[config.mk]
export PLATFORM = sky130hd
export DESIGN_NAME = nibble_serial_adder_ctrl
export DESIGN_NICKNAME = d
export VERILOG_FILES = /design/src/rtl/nibble_adder_pkg.sv /design/src/rtl/nibble_adder.sv /design/src/rtl/nibble_serial_adder_ctrl.sv
export SDC_FILE = /design/constraint.sdc
export NUM_CORES = 1
export LEC_CHECK = 0
export ABC_AREA = 1
export ABC_CLOCK_PERIOD_IN_PS = 3000
export CAP_MARGIN = 40
export CORE_ASPECT_RATIO = 1.25
export CORE_UTILIZATION = 45
export DETAILED_ROUTE_END_ITERATION = 10
export PLACE_DENSITY = 0.75
export RECOVER_POWER = 100
export SLEW_MARGIN = 20
export SYNTH_ARGS = -nofsm -noshare
export SYNTH_HDL_FRONTEND = slang
export SYNTH_SLANG_ARGS = --single-unit
[constraint.sdc]
create_clock -name clk -period 3 [get_ports clk]
set_clock_uncertainty 0.1 [all_clocks]
set_input_delay 0.6 -clock clk [delete_from_list [all_inputs] [get_ports clk]]
set_output_delay 0.6 -clock clk [all_outputs]
set_load 0.02 [all_outputs]
[src/rtl/nibble_adder_pkg.sv]
// Shared types and constants for the nibble-serial adder sequencer.
// Holds the FSM state encoding, the nibble width and the signed-overflow rule.
package nibble_adder_pkg;

    localparam int NIBBLE_W = 4;

    typedef enum logic [1:0] {
        IDLE = 2'd0,
        BUSY = 2'd1,
        DONE = 2'd2
    } state_t;

    // Two's-complement overflow: like-signed operands producing an opposite-signed result.
    function automatic logic signed_ovf(input logic a_msb, input logic b_msb, input logic s_msb);
        return (a_msb == b_msb) && (s_msb != a_msb);
    endfunction

endpackage

[src/rtl/nibble_adder.sv]
// Purely combinational 4-bit ripple-carry adder.
// Each generated stage is a 1-bit full-adder cell whose carry feeds the next stage.
module nibble_adder
    import nibble_adder_pkg::*;
(
    input  logic [NIBBLE_W-1:0] A,
    input  logic [NIBBLE_W-1:0] B,
    input  logic                Cin,
    output logic [NIBBLE_W-1:0] Sum,
    output logic                Cout
);

    logic [NIBBLE_W:0] w_c;

    assign w_c[0] = Cin;

    for (genvar g = 0; g < NIBBLE_W; g++) begin : g_fa_cell
        assign Sum[g]   = A[g] ^ B[g] ^ w_c[g];
        assign w_c[g+1] = (A[g] & B[g]) | (w_c[g] & (A[g] ^ B[g]));
    end

    assign Cout = w_c[NIBBLE_W];

endmodule

[src/rtl/nibble_serial_adder_ctrl.sv]
// WIDTH-bit add/subtract sequenced one nibble per clock through a shared 4-bit adder.
// Operands and results move over valid/ready handshakes; all outputs are registered.
module nibble_serial_adder_ctrl
    import nibble_adder_pkg::*;
#(
    parameter int WIDTH = 16
) (
    input  logic             clk,
    input  logic             rst,
    input  logic             in_valid,
    output logic             in_ready,
    input  logic [WIDTH-1:0] op_a,
    input  logic [WIDTH-1:0] op_b,
    input  logic             sub,
    output logic             out_valid,
    input  logic             out_ready,
    output logic [WIDTH-1:0] result,
    output logic             carry_out,
    output logic             overflow
);

    localparam int NIB   = WIDTH / NIBBLE_W;
    localparam int IDX_W = (NIB > 1) ? $clog2(NIB) : 1;
    localparam logic [IDX_W-1:0] LAST_IDX = IDX_W'(NIB - 1);

    state_t r_state;
    state_t w_next_state;

    logic [WIDTH-1:0]    r_a;
    logic [WIDTH-1:0]    r_b;
    logic [WIDTH-1:0]    r_result;
    logic                r_carry;
    logic                r_overflow;
    logic                r_in_ready;
    logic                r_out_valid;
    logic [IDX_W-1:0]    r_idx;

    logic [NIBBLE_W-1:0] w_a_nib;
    logic [NIBBLE_W-1:0] w_b_nib;
    logic [NIBBLE_W-1:0] w_sum;
    logic                w_cout;
    logic                w_accept;
    logic                w_last;
    logic                w_release;

    // r_in_ready is high only in IDLE, so it doubles as the accept qualifier.
    assign w_accept  = in_valid && r_in_ready;
    assign w_last    = (r_state == BUSY) && (r_idx == LAST_IDX);
    assign w_release = r_out_valid && out_ready;

    assign w_a_nib = r_a[r_idx*NIBBLE_W +: NIBBLE_W];
    assign w_b_nib = r_b[r_idx*NIBBLE_W +: NIBBLE_W];

    nibble_adder u_nibble_adder (
        .A    (w_a_nib),
        .B    (w_b_nib),
        .Cin  (r_carry),
        .Sum  (w_sum),
        .Cout (w_cout)
    );

    // State register.
    always_ff @(posedge clk) begin
        if (rst) begin
            r_state <= IDLE;
        end else begin
            r_state <= w_next_state;
        end
    end

    // Next-state decode.
    always_comb begin
        w_next_state = r_state;
        case (r_state)
            IDLE: begin
                if (w_accept) begin
                    w_next_state = BUSY;
                end else begin
                    w_next_state = IDLE;
                end
            end
            BUSY: begin
                if (w_last) begin
                    w_next_state = DONE;
                end else begin
                    w_next_state = BUSY;
                end
            end
            DONE: begin
                if (w_release) begin
                    w_next_state = IDLE;
                end else begin
                    w_next_state = DONE;
                end
            end
            default: begin
                w_next_state = IDLE;
            end
        endcase
    end

    // Operand capture, nibble stepping, carry chain and registered handshake outputs.
    always_ff @(posedge clk) begin
        if (rst) begin
            r_a         <= {WIDTH{1'b0}};
            r_b         <= {WIDTH{1'b0}};
            r_result    <= {WIDTH{1'b0}};
            r_carry     <= 1'b0;
            r_overflow  <= 1'b0;
            r_idx       <= {IDX_W{1'b0}};
            r_in_ready  <= 1'b1;
            r_out_valid <= 1'b0;
        end else begin
            r_in_ready  <= (w_next_state == IDLE);
            // out_valid registers one cycle into DONE, once the final nibble has settled.
            r_out_valid <= (r_state == DONE) && (w_next_state == DONE);
            case (r_state)
                IDLE: begin
                    if (w_accept) begin
                        r_a        <= op_a;
                        r_b        <= sub ? ~op_b : op_b;
                        r_carry    <= sub;
                        r_idx      <= {IDX_W{1'b0}};
                        r_overflow <= 1'b0;
                    end
                end
                BUSY: begin
                    r_result[r_idx*NIBBLE_W +: NIBBLE_W] <= w_sum;
                    r_carry <= w_cout;
                    if (w_last) begin
                        r_idx      <= {IDX_W{1'b0}};
                        r_overflow <= signed_ovf(r_a[WIDTH-1], r_b[WIDTH-1], w_sum[NIBBLE_W-1]);
                    end else begin
                        r_idx <= r_idx + IDX_W'(1);
                    end
                end
                default: begin
                end
            endcase
        end
    end

    assign in_ready  = r_in_ready;
    assign out_valid = r_out_valid;
    assign result    = r_result;
    assign carry_out = r_carry;
    assign overflow  = r_overflow;

endmodule
==> results.tsv, run 1 <==
metric	value	unit
status	finished with violations	
failing checks	design-rule violations	
Pwr per Cell Area	498	nW/um2
Bufs on Longest Clock Path	2	
critical path peak fanout	7	
die width	70.5	um
Worst-Margin Slew	1250	ps
1st-pass router iterations	7	
Fin. Hold Viols	0	
Worst setup SP type	register	
Antenna diodes	0	
Switching Power	534	uW
crit path time final	2970	ps
fin crit share	98.9	%
DP Wirelength	4.37	mm
first-pass GRT wire length	9.45	mm
setup ws final	31.7	ps
num rows	30	
Syn Nets	403	
share of cells above drive strength 1	9.22	%
Core Util, Final	61.5	%
Clk pin slew, worst setup/hold paths	100	ps
fill count	515	
maximum VDD drop	0.000273	V
vias in the first global route	2150	
Internal Dissipation	1.17	mW
DRT iter0 DRCs	132	
Netlist cell types	20	
Hold Crit Class	register to register	
part of the power in registers	49.6	%
sw frac	31.3	%
Comb pwr share	26.8	%
post-DR wirelength/cell	12.3	um
Vias	2407	
Skew-Pair Late Insertion Delay	310	ps
Setup WS pre-CTS	-26.2	ps
Critical Path AT	3080	ps
Setup CP Type	register to register	
Antenna Nets Post-Route	0	
Ys Warns	0	
Num CTS Buffers	5	
setup_tns	0	ps
Avg Synthesized Cell Area	7.41	um2
fin area	3420	um2
hold slack	365	ps
fin nets	458	
gr usage total	19.4	%
Max-slew headroom	16.8	%
Pleak	1.36	nW
Setup-failing EPs final	0	
RSZ-0062 raised after global routing	true	
CTS Root Cell	clkbuf_8	
required time at the worst-slack endpoint	3120	ps
initial core utilization	47.5	%
Die Span Y	87.6	um
Max-Cap Viols	0	
DRC	9	
crit path capture type	register	
Routability Congestion	0.891	
register area share after synthesis	42.5	%
Buffers on Ports	56	
drt via density	5.06	
Slew Limit Fails	0	
CTS tree	built	
placement-stage cell area	3280	um2
boundary pin count	57	
Mapped Area	2640	um2
initial antenna violation count	0	
Synth Register Bits	56	
core area	5560	um2
H-tree levels	2	
die area	6170	um2
Area Overhead vs Synth	29.7	%
total gr overflow	0	
largest net degree at the start of global routing	40	
Post-CTS Setup Bufs	0	
Clock power frac	23.5	%
clk sinks	56	
Total Routed Length	5.85	mm
Max Fclk	337	MHz
Synth Instances	356	
==> cell usage after synthesis <==
cell / instances / area share (%)
nand2_1: 65 / 9.3
buf_6: 2 / 0.85
o21ai_0: 43 / 8.2
nor2_4: 2 / 0.85
a21oi_1: 37 / 7.0
fa_1: 4 / 3.0
dfxtp_1: 56 / 43
buf_4: 1 / 0.28
clkbuf_1: 12 / 1.7
nor3_1: 2 / 0.38
ha_1: 6 / 2.8
nand2_2: 2 / 0.47
buf_2: 6 / 1.1
o22ai_1: 8 / 1.9
nor2_2: 1 / 0.24
nor2b_1: 1 / 0.24
nor2_1: 58 / 8.3
inv_1: 20 / 2.8
nand3_1: 14 / 2.7
xor2_1: 16 / 5.3
==> sequential cells by signal, indices dropped and copies added, names as in the netlist <==
name / count
in_ready: 1
out_valid: 1
r_b: 16
carry_out: 1
overflow: 1
r_a: 16
r_idx: 2
r_state: 2
result: 16
==> cell usage in the layout (no fill, tap or decap), types with 4 or more instances in the layout <==
cell and instances:
nand2_1 65, nor2_1 55, dfxtp_1 54, clkdlybuf4s50_1 53, o21ai_0 38, a21oi_1 37
inv_1 18, xor2_1 16, nand3_1 14, buf_4 11, o22ai_1 6, ha_1 6
clkbuf_8 5, nor2_4 4
==> final cells by class <==
cell class	instances	area (um2)	area share (%)
timing repair buffer	69	658	19.3
sequential	56	1130	32.9
clock buffer	7	76.3	2.23
tap	64	80.1	2.34
inverter	20	77.6	2.27
multi-input combinational	259	1390	40.7
clock inverter	1	8.76	0.256
==> worst paths after layout <==
kind | from | to | slack (ps) | cells after the start
worst min-delay path | result[9] | result[9] | 360 | 2
worst min register to register | result[9] | result[9] | 360 | 2
worst max-delay path | r_idx[0] | overflow | 30 | 13
worst max register to register | r_idx[0] | overflow | 30 | 13
==> per-stage QoR <==
step | std cells | power, mW
finish | 476 | 1.70
global route | 476 | 1.80
CTS | 476 | 1.69
detailed placement | 468 | 1.30
global placement | 468 | 1.29
floorplan | 356 | 1.15
==> routing by layer <==
| metal | vias up | track usage, % | wire [um] |
|---|---|---|---|
| li1 | 1264 | - | - |
| met1 | 1088 | 24.2 | 2640 |
| met2 | 47 | 34.5 | 2940 |
| met3 | 8 | 2.53 | 192 |
| met4 | 0 | 7.05 | 82 |
| met5 | - | 0 | 0 |
==> power by group through the flow <==
stage	Clock (mW)	Combinational, mW	Sequential, mW
5_1_grt	0.436	0.513	0.852
3_5_place_dp	0	0.440	0.858
6_report	0.401	0.457	0.846
3_3_place_gp	0	0.435	0.857
2_1_floorplan	0	0.287	0.861
4_1_cts	0.409	0.442	0.841
==> cell families after synthesis <==
logic type	count (synthesis)	share of synthesized area, %
AOI/OAI and AO/OA	88	17.1
adders and majority gates	10	5.89
DFF	56	42.5
xor gates and xnor gates	16	5.32
and+or+nand+nor	145	22.4
buffers and inverters	41	6.83
==> repair_timing <==
item                       in CTS  in global routing
pin swaps                       0                  3
cloned                          0                  0
gates resized for setup         2                 19
hold buffers                    0                  0
setup endpoints to repair       1                  4
==> critical path, cell delays in order (launching register included) <==
cell and delay, ps:
dfxtp_4 410, inv_4 70, o21ai_2 120, o22ai_2 80
fa_2 360, fa_2 340, fa_2 350, fa_1 600
inv_2 80, nand2_1 60, nand2_1 50, nand3_1 90
nand2_1 40, nor2b_1 110
Note: power is estimated with default switching activity, not from simulation.
==> run 2, diff against run 1 <==
- CORE_ASPECT_RATIO: 1.25 -> 1.4
==> run 2 against run 1 <==
  * The run now ends clean
  * First-iteration DRC count decreased by 9.1%
  * Register-to-register slack got worse by 20 ps
  * Cell area shrank 0.73%
  * Critical path type unchanged
==> results.tsv, run 2 (synthesized netlist as in run 1, its figures left out) <==
metric	value	unit	change
status	completed		
sw frac	31.1	%	-0.29 points
Worst setup SP type	register		
placed cell count	471		+0.64%
fin area	3390	um2	-0.73%
Routability Congestion	0.858		-3.7%
Skew-Pair Late Insertion Delay	310	ps	about the same
Slew Limit Fails	0		unchanged
fill count	516		+0.19%
vias in the first global route	2335		+8.6%
crit path time final	2980	ps	+16.6 ps
critical path peak fanout	7		unchanged
Area Overhead vs Synth	28.7	%	
Buffers on Ports	56		unchanged
DRC	0		-9
num rows	32		+6.7%
required time at the worst-slack endpoint	3140	ps	+20 ps
core area	5570	um2	+0.18%
fin nets	458		unchanged
H-tree levels	2		unchanged
Max Fclk	335	MHz	-0.55%
Vias	2446		+1.6%
clk sinks	56		unchanged
first-pass GRT wire length	10.2	mm	+8.0%
Switching Power	534	uW	about the same
setup_tns	0	ps	unchanged
Setup-failing EPs final	0		unchanged
die area	6170	um2	about the same
Clock power frac	24.8	%	+1.3 points
Final Power	1.72	mW	+1.0%
Critical Path AT	3130	ps	+50 ps
die width	66.7	um	-5.4%
crit path capture type	register		
Pleak	1.40	nW	+2.8%
largest net degree at the start of global routing	30		-25%
Internal Dissipation	1.19	mW	+1.4%
Hold Crit Class	register to register		
total gr overflow	0		unchanged
1st-pass router iterations	4		-3
hold slack	360	ps	-4.96 ps
Worst-Margin Slew	1290	ps	+46.8 ps
Num CTS Buffers	5		unchanged
CTS tree	built		
fin crit share	99.5	%	+0.55 points
placement-stage cell area	3280	um2	about the same
most common cell after layout, fill and taps aside	nand2_1		
DRT iter0 DRCs	120		-9.1%
gr usage total	21.5	%	+2.1 points
Max-slew headroom	13.7	%	-3.1 points
initial core utilization	47.4	%	-0.085 points
Setup CP Type	register to register		
Fin. Hold Viols	0		unchanged
Antenna diodes	0		unchanged
maximum VDD drop	0.000293	V	+7.3%
Antenna Nets Post-Route	0		unchanged
post-DR wirelength/cell	12.5	um	+2.1%
Total Routed Length	6.02	mm	+3.0%
Clk pin slew, worst setup/hold paths	100	ps	about the same
boundary pin count	57		unchanged
Max-Cap Viols	0		unchanged
DP Wirelength	4.58	mm	+4.7%
non-filler cells, final	480		+0.84%
CTS Root Cell	clkbuf_8		
share of cells above drive strength 1	8.01	%	-1.2 points
Core Util, Final	61.0	%	-0.56 points
initial antenna violation count	0		unchanged
most frequent cells in the layout	nand2_1 (66), nor2_1 (55), dfxtp_1 (55)		
Pwr per Cell Area	507	nW/um2	+1.8%
Setup WS pre-CTS	-82.4	ps	-56.2 ps
drt via density	5.10		+0.77%
setup ws final	15.1	ps	-16.6 ps
part of the power in registers	48.8	%	-0.8 points
Comb pwr share	26.4	%	-0.4 points
Die Span Y	92.6	um	+5.7%
RSZ-0062 raised after global routing	true		
Bufs on Longest Clock Path	2		unchanged
## run 2: cell types whose count changed in the layout (fill, tap and decap cells not counted), sizes merged
cell           previous run  this run
clkdlybuf4s50            53        36
dlygate4sd3               3        20
clkbuf                    8        10
buf                      12        11
clkinv                    1         0
## run 2: worst paths after layout
kind             start        end  slack (ps)  cells past startpoint
min          result[9]  result[9]         360                      2
min reg2reg  result[9]  result[9]         360                      2
max reg2reg   r_idx[0]  result[7]          20                     11
max           r_idx[0]  result[7]          20                     11
## run 2: timing repair
item	CTS	global route
cloned	0	0
buffers inserted	1	0
pin swaps	1	1
resized for setup	1	9
hold buffers	0	0
setup endpoints to repair	4	4
## run 2: critical path, stage by stage, from the launching register on
cell     delay (ps)
dfxtp_4         370
inv_1           100
nor2_1          180
o22ai_2         130
fa_2            360
fa_2            350
fa_2            350
fa_2            570
inv_2            60
nor3_2          140
nand2_1          80
a21oi_1         150
## run 2: cell type report
type,instances,area (um2),share of cell area [%]
clock buffers,8,90.1,2.65
inverters,20,75.1,2.21
multi-input cells,259,1370,40.3
flip-flops and latches,56,1120,33.1
well taps,68,85.1,2.51
repair buffers,69,651,19.2
## run 2: power groups by stage
stage / clock, mW / sequential [mW] / combinational [mW]
floorplan: 0 / 0.861 / 0.287
global placement: 0 / 0.857 / 0.436
finish: 0.426 / 0.839 / 0.455
CTS: 0.429 / 0.839 / 0.452
global route: 0.456 / 0.847 / 0.515
detailed placement: 0 / 0.858 / 0.446
## run 2: layer usage
| metal | GRT usage (%) | up-vias | wire [um] |
|---|---|---|---|
| met4 | 10.1 | 0 | 201 |
| met1 | 23.1 | 1109 | 2410 |
| met2 | 39.6 | 60 | 3250 |
| li1 | - | 1259 | - |
| met3 | 3.20 | 18 | 159 |
| met5 | 0 | - | 0 |
